[src/rtl/pipeline_controller.sv]
// Stall/flush sequencer for the fetch-decode-execute pipeline: load-use stalls,
// redirect squashes, multi-cycle execute waits, stall counter and timeout flag.
module pipeline_controller #(
    parameter int REGISTER_SIZE = 5,
    parameter int MC_TIMEOUT    = 80,
    parameter int CNT_WIDTH     = 32
) (
    input  logic                     clk,
    input  logic                     rst,
    input  logic                     dec_valid,
    input  logic                     dec_rs1_used,
    input  logic                     dec_rs2_used,
    input  logic [REGISTER_SIZE-1:0] dec_rs1_addr,
    input  logic [REGISTER_SIZE-1:0] dec_rs2_addr,
    input  logic                     dec_redirect,
    input  logic                     dec_mc_start,
    input  logic                     ex_load,
    input  logic [REGISTER_SIZE-1:0] ex_rd_addr,
    input  logic                     ex_mc_done,
    output logic                     pc_enable,
    output logic                     f_to_d_enable_ff,
    output logic                     f_to_d_flush,
    output logic                     d_to_e_enable_ff,
    output logic                     d_to_e_bubble,
    output logic                     mc_busy,
    output logic                     mc_timeout_err,
    output logic [CNT_WIDTH-1:0]     stall_count
);

    localparam int MC_CNT_W = $clog2(MC_TIMEOUT + 1);
    localparam logic [MC_CNT_W-1:0] MC_LAST = MC_CNT_W'(MC_TIMEOUT - 1);

    typedef enum logic [0:0] {
        RUN     = 1'b0,
        MC_WAIT = 1'b1
    } state_t;

    state_t                 state_r;
    state_t                 state_s;
    logic [MC_CNT_W-1:0]    mc_cnt_r;
    logic [CNT_WIDTH-1:0]   stall_count_r;
    logic                   mc_timeout_err_r;

    logic                   load_use_s;
    logic                   pc_en_s;
    logic                   f2d_en_s;
    logic                   f2d_flush_s;
    logic                   d2e_en_s;
    logic                   d2e_bubble_s;
    logic                   mc_enter_s;
    logic                   set_err_s;

    // Load-use hazard detection; x0 is never a real dependency
    always_comb begin
        load_use_s = dec_valid & ex_load & (ex_rd_addr != {REGISTER_SIZE{1'b0}}) &
                     ((dec_rs1_used & (dec_rs1_addr == ex_rd_addr)) |
                      (dec_rs2_used & (dec_rs2_addr == ex_rd_addr)));
    end

    // Next-state and pipeline control decode
    always_comb begin
        state_s      = state_r;
        pc_en_s      = 1'b1;
        f2d_en_s     = 1'b1;
        f2d_flush_s  = 1'b0;
        d2e_en_s     = 1'b1;
        d2e_bubble_s = 1'b0;
        mc_enter_s   = 1'b0;
        set_err_s    = 1'b0;
        case (state_r)
            RUN: begin
                if (load_use_s) begin
                    pc_en_s      = 1'b0;
                    f2d_en_s     = 1'b0;
                    d2e_bubble_s = 1'b1;
                end else if (dec_valid && dec_mc_start) begin
                    state_s    = MC_WAIT;
                    mc_enter_s = 1'b1;
                end else if (dec_valid && dec_redirect) begin
                    f2d_flush_s = 1'b1;
                end else begin
                    state_s = RUN;
                end
            end
            MC_WAIT: begin
                // Decode inputs are deliberately not looked at while waiting
                if (ex_mc_done) begin
                    state_s = RUN;
                end else if (mc_cnt_r == MC_LAST) begin
                    state_s   = RUN;
                    set_err_s = 1'b1;
                end else begin
                    pc_en_s  = 1'b0;
                    f2d_en_s = 1'b0;
                    d2e_en_s = 1'b0;
                end
            end
            default: begin
                state_s  = RUN;
                pc_en_s  = 1'b0;
                f2d_en_s = 1'b0;
                d2e_en_s = 1'b0;
            end
        endcase
    end

    // FSM state register
    always_ff @(posedge clk or negedge rst) begin
        if (!rst) begin
            state_r <= RUN;
        end else begin
            state_r <= state_s;
        end
    end

    // Multi-cycle wait counter, restarted on every entry into MC_WAIT
    always_ff @(posedge clk or negedge rst) begin
        if (!rst) begin
            mc_cnt_r <= {MC_CNT_W{1'b0}};
        end else if (mc_enter_s) begin
            mc_cnt_r <= {MC_CNT_W{1'b0}};
        end else if (state_r == MC_WAIT && mc_cnt_r != {MC_CNT_W{1'b1}}) begin
            mc_cnt_r <= mc_cnt_r + {{(MC_CNT_W-1){1'b0}}, 1'b1};
        end else begin
            mc_cnt_r <= mc_cnt_r;
        end
    end

    // Saturating stall-cycle performance counter
    always_ff @(posedge clk or negedge rst) begin
        if (!rst) begin
            stall_count_r <= {CNT_WIDTH{1'b0}};
        end else if (!pc_en_s && stall_count_r != {CNT_WIDTH{1'b1}}) begin
            stall_count_r <= stall_count_r + {{(CNT_WIDTH-1){1'b0}}, 1'b1};
        end else begin
            stall_count_r <= stall_count_r;
        end
    end

    // Sticky timeout error, cleared only by reset
    always_ff @(posedge clk or negedge rst) begin
        if (!rst) begin
            mc_timeout_err_r <= 1'b0;
        end else if (set_err_s) begin
            mc_timeout_err_r <= 1'b1;
        end else begin
            mc_timeout_err_r <= mc_timeout_err_r;
        end
    end

    // Control outputs respond in the same cycle but read as 0 while reset is held
    assign pc_enable        = pc_en_s & rst;
    assign f_to_d_enable_ff = f2d_en_s & rst;
    assign f_to_d_flush     = f2d_flush_s & rst;
    assign d_to_e_enable_ff = d2e_en_s & rst;
    assign d_to_e_bubble    = d2e_bubble_s & rst;
    assign mc_busy          = (state_r == MC_WAIT) & rst;
    assign mc_timeout_err   = mc_timeout_err_r;
    assign stall_count      = stall_count_r;

endmodule

[config.mk]
export PLATFORM = sky130hd
export DESIGN_NAME = pipeline_controller
export DESIGN_NICKNAME = d
export VERILOG_FILES = /design/src/rtl/pipeline_controller.sv
export SDC_FILE = /design/constraint.sdc
export NUM_CORES = 1
export LEC_CHECK = 0
export BUFFER_PORTS_ARGS = -buffer_cell sky130_fd_sc_hd__buf_2
export CAP_MARGIN = 20
export CORE_MARGIN = 1
export CORE_UTILIZATION = 30
export DETAILED_ROUTE_END_ITERATION = 16
export SLEW_MARGIN = 20
export SYNTH_ARGS = -nofsm -noshare
export SYNTH_HDL_FRONTEND = slang
export SYNTH_SLANG_ARGS = --single-unit
[constraint.sdc]
create_clock -name clk -period 2.3 [get_ports clk]
set_input_delay 0.23 -clock clk [delete_from_list [all_inputs] [get_ports clk]]
set_output_delay 0.23 -clock clk [all_outputs]
set_load 0.05 [all_outputs]
# Yosys cells after proc, flatten, opt, wreduce, memory -nomap -nowiden
# Cells that the tools add are included.
[op_classes]
n_addsub = 2
n_mul = 0
div_mod_pow = 0
order_cmp = 0
n_eq_ne = 5
shift = 0
n_mux = 21
bitwise_logic = 12
reduce_logical = 7
[ops]
columns = ["operator", "n"]
rows = [
  ["32-bit by 1-bit adder with 32-bit output, second input constant", 1],
  ["32-bit inequality test, second input constant", 1],
  ["1-bit 2-to-1 mux", 17],
  ["7-bit 2-to-1 mux", 2],
  ["1-bit AND", 10],
  ["5-bit == test", 2],
  ["7-bit by 1-bit adder with 7-bit output, second input constant", 1],
  ["7-bit == test, second input constant", 1],
  ["7-bit inequality test, second input constant", 1],
  ["5-bit nonzero test", 1],
  ["1-bit logical AND", 4],
  ["1-bit one-hot mux with 2 select lines", 2],
  ["2-bit nonzero test", 1],
  ["1-bit zero test", 1],
  ["1-bit inverter", 1],
  ["1-bit OR", 1],
]
[word_totals]
regBits = 41
latchBits = 0
mem_bits_rw = 0
rom_bits = 0
in_bits = 24
word_cells = 51
mem_count = 0

# Logic depth before layout (Yosys ltp)
[logic_depth]
word_depth = 8
depth_mapped = 8
mapped_depth_nobuf = 7

# Worst setup path before layout
# Ideal clock, no wire load.
[synth_timing]
path_type = "input to output"
from = "input ex_rd_addr[0]"
to = "output f_to_d_flush"
arrival_ps = 3517
setup_slack_ps = -1447
cell_stages = 3
path_buffers = 0
path_cell_list = "or4_1 > o21a_1 > a2111oi_0"
[synth_via]
elab_chain_len = 7
word_cells_on_any_way = 11
classes_between = "eq/ne: 2; mux: 2; bitwise: 6; reduce/logical: 1"
[synth_lines]
columns = ["item", "line_no", "rtl"]
rows = [
  ["start: declaration", "18", "input logic [REGISTER_SIZE-1:0] ex_rd_addr,"],
  ["5-bit == test (on tied branches)", "56, 57", ""],
  ["1-bit AND (on tied branches)", "56, 57", ""],
  ["1-bit OR", "56", "((dec_rs1_used & (dec_rs1_addr == ex_rd_addr)) |"],
  ["1-bit AND *", "55", "load_use_s = dec_valid & ex_load & (ex_rd_addr != {REGISTER_SIZE{1'b0}}) &"],
  ["1-bit 2-to-1 mux *", "72", "if (load_use_s) begin"],
  ["1-bit 2-to-1 mux *", "70", "case (state_r)"],
  ["1-bit AND *", "154", "assign f_to_d_flush = f2d_flush_s & rst;"],
  ["end: declaration", "22", "output logic f_to_d_flush,"],
]
# Mark *: on every way between the ends. The rest lies on a longest branch, timed or not.

# Final worst setup path
[layout_timing]
from = "register mc_cnt_r[0]"
to = "output pc_enable"
[layout_via]
elab_chain_len = 5
[layout_lines]
columns = ["item", "line_no", "rtl"]
rows = [
  ["start: declaration", "40", "logic [MC_CNT_W-1:0] mc_cnt_r;"],
  ["start signal: assignment", "119", "mc_cnt_r <= {MC_CNT_W{1'b0}};"],
  ["start signal: assignment", "121", "mc_cnt_r <= {MC_CNT_W{1'b0}};"],
  ["start signal: assignment", "123", "mc_cnt_r <= mc_cnt_r + {{(MC_CNT_W-1){1'b0}}, 1'b1};"],
  ["7-bit == test", "89", "end else if (mc_cnt_r == MC_LAST) begin"],
  ["1-bit 2-to-1 mux", "89", ""],
  ["1-bit 2-to-1 mux", "87", "if (ex_mc_done) begin"],
  ["1-bit one-hot mux with 2 select lines", "70", ""],
  ["1-bit AND", "152", "assign pc_enable = pc_en_s & rst;"],
  ["end: declaration", "20", "output logic pc_enable,"],
]
# Every way passes these cells.

==> impl_metrics.csv <==
group,metric,value,unit
status,status,"finished, final reports clean",
grt,grt_max_degree,26,
timing,skew,0.00944,ns
timing,finalSetupViolCount,0,
synthesis,synth.top_cells.by_area,"dfrtp_1 (46%), xor2_1 (9.0%), xnor2_1 (7.1%)",
detailed_routing,routedWlPerCell,12.2,µm
synthesis,synth-seq-cells,41,
cells_and_area,multi_input_comb_area,1170,µm²
synthesis,yosysTopAreaCellShare,0.461,
detailed_routing,ant_nets,0,
floorplanning,die_w,88.2,µm
floorplanning,die_area,7770,µm²
floorplanning,fp.dieH,88.2,µm
critical_path,critPathTopFamily,"buffers and inverters",
critical_path,endpoint_kind,"primary output",
synthesis,yosysMostFrequentCell,"dfrtp_1",
timing,min_period,2.17,ns
clocking,clk_pin_slew_worst_paths,0.07,ns
pwr,vdd.ir_drop.worst,0.000346,V
pwr,p_seq_frac,0.451,
floorplanning,io_pins,63,
clocking,htree_num_levels,2,
timing,finalSetupTns,0,ns
critical_path,startpoint_type,"flip-flop",
clocking,post_cts_buffers,0,
pwr,powerDensity,657,nW/µm²
grt,grt_pass1_wl,7990,µm
pwr,switching_share,0.334,
critical_path,critical_path_depth,7,
clocking,cts_tree,"built",
cells_and_area,layout.cells.non_filler,404,
floorplanning,start_util,0.309,
critical_path,arrival,1.94,ns
clocking,worstSkewPairLatency,0.29,ns
min_path,holdCritPathClass,"input port to flip-flop",
synthesis,synth_edf_count,0,
timing,max_freq,0.462,GHz
cells_and_area,nFillCells,779,
cells_and_area,seq_area,1030,µm²
run,cap_violations,0,
critical_path,worst_ep_required_time,2.07,ns
clocking,cts_sinks,41,
detailed_routing,vias,1868,
detailed_routing,drt_iter0_drc,73,
floorplanning,rows,31,
placement,routabilityCongestion,0.729,
synthesis,syn_nets,251,
placement,hpwl,3810,µm
critical_path,path_class,"flip-flop to primary output",
pwr,comb_power_share,0.250,
synthesis,syn_avg_cell_area,9.90,µm²
timing,rsz0062_at_grt,"yes",
synthesis,synth_cell_types,45,
detailed_routing,firstDrtPassIters,4,
placement,dpl_cell_area,2770,µm²
timing,tightest_slew,0.454,ns
detailed_routing,postRouteWirelength,4920,µm
critical_path,path_buf_inv,2,
cells_and_area,area_growth,29.8,%
cells_and_area,final_area,2890,µm²
detailed_routing,vias_per_cell,4.62,
grt,gr-usage-all-layers,0.134,
synthesis,syn_area,2230,µm²
critical_path,r2r_cells,8,
grt,grt_overflow,0,
timing,drv_slew,0,
timing,maxSlewHeadroom,0.694,
critical_path,cp_max_fo,5,
timing,finalCritPeriodShare,0.942,
critical_path,path_cells,"ha_1 > and3_1 > a31oi_1 > buf_4 > a31oi_4 > and2_1 > buf_2",
pwr,p_leak,1.43,nW
grt,antenna_found_initial,0,
cells_and_area,fin_nets,330,
clocking,cts_buffers,5,
synthesis,yosysSeqAreaShare,0.461,
synthesis,synthArstFlopShare,1.00,
synthesis,ys.flop_type,"dfrtp_1",
clocking,cts_root_buffer,"clkbuf_8",
detailed_routing,drc,0,
min_path,hold_depth,3,
synthesis,ys.warnings.count,0,
synthesis,synth_top_area_cell,"dfrtp_1",
synthesis,ys_top_cells_by_count,"dfrtp_1 (41), nand2_1 (28), xor2_1 (23), nor2_1 (18), xnor2_1 (18)",
critical_path,cp_slowest_cell,"dfrtp_1",
pwr,power,1.90,mW
timing,hold_violations,0,
placement,portBuffers,62,
pwr,p_int,1.27,mW
synthesis,syn_inst,225,
placement,dpl.cell_count,395,
cells_and_area,num_antenna_cells,0,
pwr,p_switching,0.634,mW
grt,grt_pass1_vias,1716,
cells_and_area,layout-drive-gt1-share,0.321,
critical_path,critPathMaxStageDelay,0.37,ns
pwr,p_clk_frac,0.299,
clocking,cts_buffer_depth,2,
floorplanning,core_area,7210,µm²
==> layer usage <==
metal  GRT usage  share of wire
met5           0              0
met3      0.0424          0.045
met4      0.0264         0.0059
met1       0.175           0.46
met2       0.219           0.49
==> layout make-up <==
type / count / area share
multi-input cells: 172 / 0.405
flip-flops and latches: 41 / 0.357
repair buffers: 75 / 0.146
well taps: 99 / 0.0429
clock buffers: 6 / 0.0251
clock inverters: 2 / 0.0121
inverters: 9 / 0.0117
==> registers in the layout, summed over array words and instances, names as in the netlist <==
name / cells
mc_timeout_err: 1
state_r: 1
stall_count: 32
mc_cnt_r: 7
==> power groups by stage <==
stage	combinational [mW]	clock (mW)	sequential, mW
2_1_floorplan	0.198	0	0.995
3_3_place_gp	0.475	0	0.868
3_5_place_dp	0.481	0	0.872
4_1_cts	0.485	0.588	0.858
5_1_grt	0.523	0.623	0.871
6_report	0.476	0.567	0.857
==> through the flow <==
| step | worst slack (ns) | hold WS, ns | utilization |
|---|---|---|---|
| detailed placement | 0.197 | 0.0645 | 0.384 |
| CTS | 0.124 | 0.275 | 0.400 |
| global placement | 0.220 | 0.0606 | 0.384 |
| finish | 0.133 | 0.274 | 0.401 |
| global route | -0.0128 | 0.300 | 0.401 |
| floorplan | -0.0301 | -0.0656 | - |
==> cell usage in the layout (no fill, tap or decap), types with 2 or more instances in the layout <==
cell and count:
and2_1 6, and3_1 5, and4_1 3, buf_2 62
buf_4 11, clkbuf_8 5, dfrtp_1 37, dfrtp_2 4
ha_1 2, inv_1 9, mux2_1 2, mux2_2 2
nand2_1 28, nand2b_1 2, nand3_1 6, nand4_1 8
nor2_1 17, nor3_1 13, nor4_1 5, o21ai_0 3
or3_1 4, xnor2_1 18, xor2_1 23
==> worst paths after layout <==
check                                       startpoint                           to  slack [ns]
max                            mc_cnt_r[0]$_DFFE_PN0P_                    pc_enable        0.13
min                                         ex_mc_done   mc_timeout_err$_DFFE_PN0P_        0.27
max reg2reg                    mc_cnt_r[0]$_DFFE_PN0P_  stall_count[24]$_DFFE_PN0P_        0.19
min reg2reg                stall_count[22]$_DFFE_PN0P_  stall_count[22]$_DFFE_PN0P_        0.48
max in group asynchronous                          rst  stall_count[20]$_DFFE_PN0P_        1.50
min in group asynchronous                          rst      mc_cnt_r[1]$_DFFE_PN0P_        0.29
==> logic make-up (layout without fill, tap and decap cells) <==
logic type,after synthesis,in the layout,synth area share
AO/OA/AOI/OAI,17,17,0.0641
flip-flops,41,41,0.461
buffers and inverters,12,92,0.0230
XOR/XNOR,41,41,0.161
adder cells (fa/ha/maj),2,2,0.0112
multiplexers,5,5,0.0247
AND/OR/NAND/NOR,107,107,0.255
==> worst reg2reg max path, cell delays in order, from the launching register on <==
cell and delay, ns:
dfrtp_1 0.40, ha_1 0.21, and3_1 0.19, a31oi_1 0.17
buf_4 0.15, a31oi_4 0.04, buf_4 0.18, nor4bb_1 0.30
mux2_1 0.35
==> repair_timing <==
item / 4_1_cts / 5_1_grt
resized for setup: 0 / 1
endpoints found under the hold margin: 4 / 0
hold buffers: 1 / 0
setup endpoints to repair: 0 / 3
(Power assumes the default switching activity.)
